<file path="config.mk">
export PLATFORM = sky130hd
export DESIGN_NAME = fc_layer_scheduler
export DESIGN_NICKNAME = d
export VERILOG_FILES = /design/src/rtl/fc_layer_scheduler.sv
export SDC_FILE = /design/constraint.sdc
export NUM_CORES = 1
export LEC_CHECK = 0
export ABC_AREA = 1
export CAP_MARGIN = 40
export CORE_ASPECT_RATIO = 0.75
export CORE_MARGIN = 2
export CORE_UTILIZATION = 29
export CTS_CLUSTER_DIAMETER = 100
export CTS_CLUSTER_SIZE = 20
export DETAILED_ROUTE_END_ITERATION = 7
export HOLD_SLACK_MARGIN = 0.12
export REMOVE_ABC_BUFFERS = 1
export SETUP_SLACK_MARGIN = 0.15
export SYNTH_ARGS = -nofsm -noshare
export SYNTH_HDL_FRONTEND = slang
export SYNTH_SLANG_ARGS = --single-unit
</file>
<file path="constraint.sdc">
create_clock -name clk -period 4.5 [get_ports clk]
set_clock_uncertainty 0.15 [all_clocks]
set_input_delay 0.675 -clock clk [delete_from_list [all_inputs] [get_ports clk]]
set_output_delay 0.675 -clock clk [all_outputs]
set_load 0.1 [all_outputs]
</file>
<file path="src/rtl/fc_layer_scheduler.sv">
// Sequences NUM_LAYERS passes of a shared fully connected engine, then scans the
// final score buffer and reports the signed argmax as class_out.
module fc_layer_scheduler #(
  parameter int NUM_LAYERS     = 2,
  parameter int OUT_SIZE       = 10,
  parameter int DATA_WIDTH     = 32,
  parameter int TIMEOUT_CYCLES = 4096
) (
  input  logic                                clk,
  input  logic                                rst,
  input  logic                                start,
  output logic                                busy,
  output logic                                done,
  output logic                                error,
  output logic [$clog2(NUM_LAYERS)-1:0]       layer_sel,
  output logic                                fc_start,
  input  logic                                fc_done,
  output logic [$clog2(OUT_SIZE)-1:0]         score_addr,
  input  logic signed [DATA_WIDTH-1:0]        score_data,
  output logic [$clog2(OUT_SIZE)-1:0]         class_out
);

  localparam int LW = $clog2(NUM_LAYERS);
  localparam int AW = $clog2(OUT_SIZE);
  localparam int CW = $clog2(TIMEOUT_CYCLES + 1);
  localparam logic [LW-1:0] LAST_LAYER = LW'(NUM_LAYERS - 1);
  localparam logic [AW-1:0] LAST_ADDR  = AW'(OUT_SIZE - 1);
  localparam logic [CW-1:0] TMO_LAST   = CW'(TIMEOUT_CYCLES - 1);

  typedef enum logic [2:0] {IDLE, LAUNCH, WAIT, SCAN, DRAIN, DONE, ERR} state_t;

  state_t                 state_q, state_d;
  logic [LW-1:0]          layer_q, layer_d;
  logic [AW-1:0]          addr_q, addr_d;
  logic [CW-1:0]          cnt_q, cnt_d;
  logic signed [DATA_WIDTH-1:0] best_val_q, best_val_d;
  logic [AW-1:0]          best_idx_q, best_idx_d;
  logic [AW-1:0]          class_q, class_d;
  // Tracks which address the score buffer is returning this cycle.
  logic                   rd_vld_q, rd_vld_d;
  logic [AW-1:0]          rd_idx_q, rd_idx_d;

  always_ff @(posedge clk) begin
    if (rst) begin
      state_q    <= IDLE;
      layer_q    <= '0;
      addr_q     <= '0;
      cnt_q      <= '0;
      best_val_q <= '0;
      best_idx_q <= '0;
      class_q    <= '0;
      rd_vld_q   <= 1'b0;
      rd_idx_q   <= '0;
    end else begin
      state_q    <= state_d;
      layer_q    <= layer_d;
      addr_q     <= addr_d;
      cnt_q      <= cnt_d;
      best_val_q <= best_val_d;
      best_idx_q <= best_idx_d;
      class_q    <= class_d;
      rd_vld_q   <= rd_vld_d;
      rd_idx_q   <= rd_idx_d;
    end
  end

  always_comb begin
    state_d    = state_q;
    layer_d    = layer_q;
    addr_d     = addr_q;
    cnt_d      = cnt_q;
    best_val_d = best_val_q;
    best_idx_d = best_idx_q;
    class_d    = class_q;
    rd_vld_d   = (state_q == SCAN);
    rd_idx_d   = addr_q;

    // Index 0 seeds the running best; strict > keeps the lowest index on ties.
    if (rd_vld_q && ((rd_idx_q == '0) || (score_data > best_val_q))) begin
      best_val_d = score_data;
      best_idx_d = rd_idx_q;
    end

    case (state_q)
      IDLE: begin
        if (start) begin
          layer_d = '0;
          state_d = LAUNCH;
        end
      end
      LAUNCH: begin
        cnt_d   = '0;
        state_d = WAIT;
      end
      WAIT: begin
        cnt_d = cnt_q + 1'b1;
        if (fc_done) begin
          if (layer_q != LAST_LAYER) begin
            layer_d = layer_q + 1'b1;
            state_d = LAUNCH;
          end else begin
            addr_d  = '0;
            state_d = SCAN;
          end
        end else if (cnt_q == TMO_LAST) begin
          state_d = ERR;
        end
      end
      SCAN: begin
        if (addr_q == LAST_ADDR) state_d = DRAIN;
        else                     addr_d  = addr_q + 1'b1;
      end
      DRAIN: begin
        // Last datum lands now; publish the final winner so it is valid during DONE.
        class_d = best_idx_d;
        state_d = DONE;
      end
      DONE: state_d = IDLE;
      ERR: begin
        if (start) begin
          layer_d = '0;
          state_d = LAUNCH;
        end
      end
      default: state_d = IDLE;
    endcase
  end

  assign busy       = (state_q != IDLE) && (state_q != ERR);
  assign done       = (state_q == DONE);
  assign error      = (state_q == ERR);
  assign fc_start   = (state_q == LAUNCH);
  assign layer_sel  = layer_q;
  assign score_addr = addr_q;
  assign class_out  = class_q;

endmodule

</file>
; ---- Word level (Yosys, flattened, before mapping)
; Cells that the tools add are included.
[op_classes]
add_sub_neg = 3
n_lt_le_gt_ge = 1
eq_ne = 15
n_mux = 16
reduce_logical = 13
[ops]
columns = operator, n
row1 = $gt 32x32->1, 1
row2 = $pmux 13 s2, 1
row3 = $mux 4, 4
row4 = $pmux 3 s5, 1
row5 = $add 13x1->13 const B, 1
row6 = $eq 13x12->1 const B, 1
row7 = $mux 3, 4
row8 = $eq 3x3->1 const B, 3
row9 = $pmux 4 s2, 1
row10 = $eq 3x2->1 const B, 2
row11 = $ne 2x2->1 const B, 3
row12 = $ne 3x3->1 const B, 2
row13 = $reduce_and 3->1, 2
row14 = $reduce_bool 2->1, 3
row15 = $add 4x1->4 const B, 1
row16 = $eq 4x4->1 const B, 1
row17 = $logic_not 4->1, 1
row18 = $ne 2x1->1 const B, 2
row19 = $reduce_and 4->1, 1
row20 = $eq 3x1->1 const B, 1
row21 = $logic_not 3->1, 1
row22 = $mux 1, 3
row23 = $reduce_bool 3->1, 1
row24 = $logic_and 1x1->1, 2
row25 = 5 further kinds, 5
[totals]
register_bits = 66
input_bits = 36
output_inout_bits = 13
wordCells = 57

; ---- Depth between registers and ports, before layout
; Gate-level depths: netlist of the first run.
[depth]
depth_word = 4
depth_mapped = 22
ltp_nobuf = 22

; ---- Worst setup path before layout of the first run
; Ideal clock, no wire load.
[synth_timing]
path_type = register -> register
from = register state_q[1]
to = register state_q[1]
setup_ns = 0.130
t_arrival_ns = 3.585
t_required_ns = 4.220
setup_slack_ns = 0.635
stages_incl_launch_ff = 11
n_path_buf = 0
synth_period_minus_slack_ns = 3.865
cell_sequence = dfxtp_1 inv_1 nor2_1 inv_1 nor2_1 a21oi_1 o21a_1 nand2_1 inv_1 o21ai_0 a31oi_1
[synth_between]
elab_chain_cells = 4
elab_cells_between_ends = 12
classes_between = eq/ne: 8 / mux: 1 / reduce/logical: 3
[synth_lines]
columns = item, line_no
row1 = "start, declared", 32  ; state_t state_q, state_d;
row2 = "start signal, assigned", 55  ; state_q <= state_d;
row3 = $eq 3x3->1 *, n/a
row4 = via error, 14  ; output logic error,
row5 = $reduce_or 2->1 (no source line) *, n/a
row6 = $ne 2x1->1 (no source line), n/a
row7 = $reduce_and 3->1 (no source line), n/a
; The timed path passes the listed nets; every way through them passes the cells marked *.
; A chain may end at the register's enable or synchronous reset.

; ---- Worst setup path after layout of the first run
[layout_timing]
from = input score_data[31]
to = register best_val_q[28]
[layout_between]
elab_chain_cells = 3
[layout_lines]
columns = item, line_no
row1 = "start, declared", 19  ; input logic signed [DATA_WIDTH-1:0] score_data,
row2 = $gt 32x32->1, 79  ; if (rd_vld_q && ((rd_idx_q == '0) || (score_data > best_val_q))) begin
row3 = $logic_or 1x1->1, 79
row4 = $logic_and 1x1->1, 79
row5 = "end signal, assigned", 59  ; best_val_q <= best_val_d;
row6 = "end, declared", 36  ; logic signed [DATA_WIDTH-1:0] best_val_q, best_val_d;
; No other way between the ends.

==> results.txt, run 1 <==
* Number of rows in the core area: 34
* Total negative setup slack: 0 ps
* Pin count of the biggest net entering global routing: 38
- Initial core utilization: 30.1%
- Growth of design area from synthesis to finish: 33.0%
- Post-synthesis compound-gate area fraction: 14.5%
* Primary FF master, synth: sky130_fd_sc_hd__dfxtp_1
- Total of endpoints with negative setup slack in the final report: 0
* Required arrival time at the worst endpoint: 4610 ps
* Synth Area in Simple Gates: 25.2%
- Startpoint types: primary input
- Combinational logic burns 34.4% of the power.
- Power spent charging and discharging nets: 748 uW
* Kind of critical path: in -> reg
- The worst path in the final design needs a cycle of 3070 ps, including I/O delays and setup.
* Cell area after synthesis: 3520 sq um
- Met3 demand-to-capacity share in global routing: 4.69%
- Kind of end point of the critical path: flip-flop
- Grt ovf: 0
* Fraction of registers with async set or reset after synthesis: 0%
- CTS built an H-tree with a depth of 3.
- Final HPWL DP: 5750 microns
* Power density over cell area: 464 nW/um^2
* Share of synthesized area occupied by flip-flops and latches: 37.5%
- Reg clk slew, reported paths: 60 ps
- At the worst endpoint, the arrival time is 3170 ps.
* Sequential standard cell area: 1320 sq um
- Total Die Area: 13,100 sq um
- Final Routed Wirelength: 7750 microns
- The final critical path takes up 68.1% of the cycle.
* Fin area: 4690 sq um
- From left edge to right edge, the die measures 131 microns.
- Clock sink count: 66
- Counting every instance in the synthesized netlist gives 493.
- Post-CTS timing repair inserted 0 buffers for setup.
* Met2 usage in global routing: 21.6%
* Max-cap violations: 0
- The analysis attributes to cell leakage a power of 0.00181 uW.
- Post-CTS sizing: 0
- In this run the most used layer during global routing was met2.
* Sequential cell fraction of total power: 31.1%
- The detailed router finished its first iteration with 160 violations.
- Fmax achieved: 326 MHz
- Synthesis instantiated 32 different standard cells from the library.
- Run status: completed
- Global-route wire length before repair: 13,800 microns
- The multi-input combinational cells in the finished layout cover a total of 1830 sq um.
- After synthesis, the mean cell area works out to 7.14 sq um.
* Number of buffers inserted by hold repair at cts: 0
- Mux contribution to synthesized area: 0%
- Nets@finish: 625
* Inserted Clock Buffers: 9
- TritonCTS built the clock tree.
- After detailed placement, the total cell area comes to 4370 sq um.
* Clock root buffer master: sky130_fd_sc_hd__clkbuf_16
* Detailed-router iteration count before antenna repair: 4
- Via count of the routed design: 3,225
- Fraction of layout instances using a drive strength above 1: 6.80%
- Along the worst path, the maximum fanout reaches 37.
- At the later pin of the worst-skew pair, clock insertion delay measures 320 ps.
- The hold violation total from the final report was 0.
- Normalized max-slew margin: 57.0%
- Setup repair after global routing left no endpoint under its margin.
* Worst-case vdd ir drop: 0.188 mV
- Antenna cell count: 0
- Main combinational cell family by area after synthesis: simple AND/OR/NAND/NOR gates
- Syn. warnings: 0
- The number of antenna violations at the first check in global routing came to 0.
* EDFF count, synth: 0
- Pin placement for this block handled 49 I/O pins.
- Sw Ratio: 34.4%
* Fill cell instance count of the final layout: 1,167
* Post-route ant nets: 0
- Tightest Hold Check Type: reg -> reg
* Total count of max-transition violations in the final report: 0
- The clock network burns 34.5% of the power.
- Buffers on Ports: 48
* Global-route usage over all layers: 12.7%
- Global Route met1 Usage: 15.4%
- Maximum count of clock buffers along a single path: 2
* Synth Area in Adders: 12.4%
- Routability-driven placement finished with a final weighted congestion of 0.787.
* Vias per cell: 4.47
- The core region is 11,700 sq um.
- Die Y-Extent: 99.4 microns
- Vias in the first global route: 3,149
- The synthesized netlist devotes 0% of its cell area to XOR and XNOR gates.
- Cell internal power was estimated by the tool at 1430 uW.
- In this run, synthesis produced a sequential element count of 66.
- Routed length per placed instance: 10.8 microns
- Worst Tran Pin Value: 645 ps
- After detailed routing, the number of remaining DRC violations is 0.
synthesized netlist by cell type (all sizes together) (2+ instances only):
master  number  area (sq um)
buf          7          65.1
dfxtp       66          1320
a311oi       3          26.3
a22oi        3          22.5
nor2       104           398
nand3       16          80.1
nor4         2          12.5
o21a         3          22.5
o21ai       40           200
a211oi       3          22.5
inv         73           277
nand4        5          31.3
a21oi       31           155
clkbuf       6          22.5
nor3         8          40.0
nand2       78           310
a221oi       3          26.3
ha          35           438
final cells by class:
class                      instances  share of cell area, %
sequential                        66                   28.2
inverter                          74                   5.98
clock inverter                     4                   1.58
multi-input combinational        340                   39.1
clock buffer                      12                   5.26
tap                              162                   4.33
timing repair buffer              63                   15.5
routing by layer:
| metal | wire length, microns | part of all wire [%] |
|---|---|---|
| met1 | 3740 | 48 |
| met2 | 3520 | 45 |
| met3 | 377 | 4.9 |
| met4 | 113 | 1.5 |
| met5 | 0 | 0 |
cell families (layout without fill, tap and decap cells):
group                    Yosys count  after routing
flip-flops                        66             66
adder cells (fa/ha/maj)           35             35
AND/OR/NAND/NOR                  215            215
buffers and inverters             87            153
AO/OA/AOI/OAI                     90             90
critical path, stage by stage:
cell and delay [ps]:
sky130_fd_sc_hd__clkdlybuf4s50_1 450, sky130_fd_sc_hd__ha_1 370, sky130_fd_sc_hd__nand2_1 100, sky130_fd_sc_hd__nor2_2 130
sky130_fd_sc_hd__nand2_1 90, sky130_fd_sc_hd__nor2_2 160, sky130_fd_sc_hd__nand2_1 90, sky130_fd_sc_hd__nand2_1 60
sky130_fd_sc_hd__nand2_1 40, sky130_fd_sc_hd__nand2_1 60, sky130_fd_sc_hd__nand2_2 60, sky130_fd_sc_hd__nand2_4 80
sky130_fd_sc_hd__nand2_4 220, sky130_fd_sc_hd__inv_4 370, sky130_fd_sc_hd__nor2_1 80, sky130_fd_sc_hd__nor2_1 110
power by group through the flow:
stage,combinational (uW),clock [uW],sequential [uW]
3_3_place_gp,623,0,688
5_1_grt,818,797,684
6_report,748,749,677
3_5_place_dp,752,0,689
4_1_cts,754,770,677
2_1_floorplan,348,0,802
path summary, 6_finish.rpt:
| path | start | to | slack (ps) | depth (start not counted) |
|---|---|---|---|---|
| max reg2reg | best_val_q[31] | best_val_q[28] | 1910 | 16 |
| min | cnt_q[12] | cnt_q[12] | 320 | 2 |
| max | score_data[31] | best_val_q[28] | 1430 | 16 |
| min reg2reg | cnt_q[12] | cnt_q[12] | 320 | 2 |
state kept, by name (all words and copies together) (netlist names):
signal	cells
layer_sel	1
best_idx_q	4
class_out	4
score_addr	4
best_val_q	32
rd_idx_q	4
state_q	3
cnt_q	13
rd_vld_q	1
cells in the final DEF, fill, tap and decap left out, types with 2 or more instances in the layout:
| master | netlist | final |
|---|---|---|
| sky130_fd_sc_hd__o21ai_1 | 9 | 9 |
| sky130_fd_sc_hd__nand3_1 | 16 | 16 |
| sky130_fd_sc_hd__bufinv_16 | 0 | 2 |
| sky130_fd_sc_hd__clkbuf_16 | 0 | 9 |
| sky130_fd_sc_hd__ha_1 | 35 | 35 |
| sky130_fd_sc_hd__buf_8 | 0 | 10 |
| sky130_fd_sc_hd__clkbuf_1 | 6 | 2 |
| sky130_fd_sc_hd__nor3_1 | 8 | 8 |
| sky130_fd_sc_hd__nor2_2 | 3 | 3 |
| sky130_fd_sc_hd__a221oi_1 | 3 | 3 |
| sky130_fd_sc_hd__buf_16 | 0 | 3 |
| sky130_fd_sc_hd__clkdlybuf4s50_1 | 0 | 48 |
| sky130_fd_sc_hd__o21ai_0 | 31 | 31 |
| sky130_fd_sc_hd__o21a_1 | 3 | 3 |
| sky130_fd_sc_hd__nand2_4 | 2 | 2 |
| sky130_fd_sc_hd__nand2_1 | 75 | 75 |
| sky130_fd_sc_hd__a21oi_1 | 31 | 31 |
| sky130_fd_sc_hd__dfxtp_1 | 66 | 66 |
| sky130_fd_sc_hd__nor4_1 | 2 | 2 |
| sky130_fd_sc_hd__a22oi_1 | 3 | 3 |
| sky130_fd_sc_hd__a211oi_1 | 3 | 3 |
| sky130_fd_sc_hd__nor2_1 | 101 | 101 |
| sky130_fd_sc_hd__a311oi_1 | 3 | 3 |
| sky130_fd_sc_hd__nand4_1 | 5 | 5 |
| sky130_fd_sc_hd__inv_1 | 72 | 72 |
| sky130_fd_sc_hd__buf_4 | 0 | 2 |
through the flow:
step                setup slack [ps]  hold slack [ps]  std cells  power [uW]  util, %
floorplan                        635              284        480        1150        -
global placement                1110              297        692        1310     35.3
detailed placement              1060              308        705        1440     37.3
CTS                             1380              316        721        2200     40.1
global route                    1080              326        721        2300     40.1
finish                          1430              316        721        2170     40.1
Power figures use the tool's default switching activity.
==> run 2: changes to the inputs <==
==> constraint.sdc (replaced) <==
create_clock -name clk -period 3.14 [get_ports clk]
set_clock_uncertainty 0.15 [all_clocks]
set_input_delay 0.471 -clock clk [delete_from_list [all_inputs] [get_ports clk]]
set_output_delay 0.471 -clock clk [all_outputs]
set_load 0.1 [all_outputs]
==> results.txt, run 2 (synthesized netlist as in run 1, its figures left out) <==
* Clock sink count: 66 (unchanged)
- In the final layout, the registers with the most flip-flops are best_val_q (32), cnt_q (13).
* Nets@finish: 614 (-1.8%)
* Die Y-Extent: 99.4 microns (unchanged)
- Total count of max-transition violations in the final report: 0 (unchanged)
* Number of top-level pins: 49 (unchanged)
- After layout, the worst path uses 86.0% of the clock period.
- Placeable core region: 11,700 sq um (unchanged)
- Worst-path cell chain: clkdlybuf4s50_1 -> ha_1 -> nand2_1 -> nor2_2 -> nand2_1 -> a21oi_1 -> nor2_1 -> nand2_1 -> nand2_1 -> nand2_1 -> nand2_2 -> nand2_4 -> nand2_4 -> inv_4 -> nor2_1 -> nor2_1
- TritonCTS clock tree: done
- The worst hold path belongs to the class reg -> reg.
- Ranked by flip-flop count, first place goes to best_val_q.
* Post-CTS sizing: 0 (unchanged)
* Total Die Area: 13,100 sq um (unchanged)
- Tracing the worst setup path back leads to its startpoint at score_data[31].
* Source-to-sink clock delay at the later pin of the worst-skew pair: 330 ps (about the same)
* Global-route wire length before repair: 13,700 microns (-0.65%)
* Horiz. Die Dim: 131 microns (unchanged)
- Number of DRC violations after detailed routing: 0 (unchanged)
- The slowest stage of the critical path belongs to the cell sky130_fd_sc_hd__clkdlybuf4s50_1.
* Delay of the slowest critical-path stage: 450 ps (about the same)
- The last weighted congestion value of the routability-driven placer was 0.810 (+2.9%).
* Fill cell instance count of the final layout: 1,194 (+2.3%)
- The number of antenna violations at the first check in global routing is 0 (unchanged).
- Detailed-router iteration count before antenna repair: 5 (+1)
* Via count of the routed design: 3,186 (-1.2%)
- The maximum count of clock buffers along a single path was 2 (unchanged).
- The residual overflow from global routing is 0 (unchanged).
- The number of buffers added by the clock tree synthesis step was 9 (unchanged).
- STA classifies the critical path endpoint as a flip-flop.
* Required arrival time at the worst endpoint: 3250 ps (-1360 ps)
- The final core utilization was 37.7% (-2.3 points).
* Largest fanout of any net on the critical path: 32 (-14%)
- Leading cell types in the layout, fill and taps excluded: sky130_fd_sc_hd__nor2_1, sky130_fd_sc_hd__nand2_1, sky130_fd_sc_hd__inv_1
- The number of post-CTS setup repair buffers was 0 (unchanged).
* Routed length per placed instance: 11.3 microns (+4.7%)
- The H-tree depth was 3 (unchanged).
- The setup slack after placement was 88.7 ps (-971 ps).
* Post-layout power: 2850 uW (+31%)
- Most common cell type on the critical path: sky130_fd_sc_hd__nand2_1
- The number of DRC markers after the initial detailed-route iteration was 179 (+12%).
- The largest net degree at the start of global routing was 35 (-7.9%).
- The hold violation total from the final report was 0 (unchanged).
* Growth of design area from synthesis to finish: 25.4%
- The combined flip-flop and latch cell area came to 1320 sq um (unchanged).
- CTS placed an instance of sky130_fd_sc_hd__clkbuf_16 at the clock tree root.
- Final Routed Wirelength: 7990 microns (+3.0%)
* Startpoint types: primary input
- Vias in the first global route: 3,023 (-4.0%)
* Reg clk slew, reported paths: 60 ps (about the same)
* Power density over cell area: 645 nW/um^2 (+39%)
- Vias per cell: 4.49 (+0.46%)
- Worst-case vdd ir drop: 0.262 mV (+39%)
- Total of endpoints with negative setup slack in the final report: 0 (unchanged)
* Kind of critical path: in -> reg
- Run status: completed
* Initial core utilization: 30.1% (unchanged)
- Normalized max-slew margin: 76.7% (+20 points)
* Area taken by multi-input logic gates: 1830 sq um (unchanged)
* Max-cap violations: 0 (unchanged)
* Global-route usage over all layers: 12.8% (+0.16 points)
* Worst Tran Pin Value: 346 ps (-299 ps)
- Antenna cell count: 0 (unchanged)
* Buffers on Ports: 48 (unchanged)
- The worst path needs 2700 ps of the cycle, external delays included.
* Number of buffers inserted by hold repair at cts: 0 (unchanged)
* Setup repair after global routing missed its margin: no
- The leakage power came to 0.00172 uW (-4.9%).
- Post-route ant nets: 0 (unchanged)
* Reg2Reg Launch Point: best_val_q[31]
* Hold path startpoint: cnt_q[12]
- The post-detailed-placement half-perimeter wirelength is 5810 microns (+1.1%).
* Fmax achieved: 370 MHz
- Final worst setup slack: 439 ps (-995 ps)
- Max FFs per register: 32 (unchanged)
* Commonest non-fill, non-tap cell in the layout: sky130_fd_sc_hd__nor2_1
* Number of rows in the core area: 34 (unchanged)
- The fraction of layout instances using a drive strength above 1 was 6.95% (+0.15 points).
* Arrival time of data at the critical path endpoint: 2810 ps (-360 ps)
-- run 2: cell types whose count changed in the layout (fill, tap and decap cells not counted), moves of 3 or more --
cell / change
sky130_fd_sc_hd__buf_4: +14
sky130_fd_sc_hd__buf_8: -10
sky130_fd_sc_hd__buf_16: -3
sky130_fd_sc_hd__clkdlybuf4s50_1: -13
-- run 2: final timing paths --
kind / to / slack, ps / cells past startpoint
max: best_val_q[31] / 440 / 16
min: cnt_q[12] / 320 / 2
min reg2reg: cnt_q[12] / 320 / 2
max reg2reg: best_val_q[31] / 680 / 16
-- run 2: per-stage QoR --
step	area [sq um]	hold slack (ps)	setup TNS, ps	cells
after floorplan	3430	284	-8240	480
after global routing	4420	348	0	709
after detailed placement	4130	310	0	694
after CTS	4420	318	0	709
final	4420	316	0	709
after global placement	4130	306	0	694
-- run 2: layout make-up --
cell class / instances / area share (%)
clock buffer: 13 / 5.67
clock inverter: 2 / 0.850
inverter: 74 / 6.35
multi-input combinational: 340 / 41.5
sequential: 66 / 29.9
tap: 162 / 4.59
timing repair buffer: 52 / 11.1
-- run 2: routing by layer --
layer  track usage [%]  vias to the layer above  wire length (microns)  share of wire, %
met5                 0                        -                      0                 0
met4              5.02                        0                    147               1.8
met3              3.82                       12                    360               4.5
met2              21.5                       59                   3560                45
met1              15.7                     1422                   3920                49
li1                  -                     1693                      -                 -
-- run 2: worst max-delay path: cells and delay by family --
family / cells / cell delay, ps
compound gates: 1 / 140
fa+ha+maj: 1 / 360
buf+inv: 2 / 770
simple gates: 12 / 1060
-- run 2: power breakdown --
group          leakage, uW  internal [uW]  switching, uW  total (uW)
clock network     0.000136            632            343         975
registers         0.000533            919           55.5         974
logic              0.00105            263            637         900
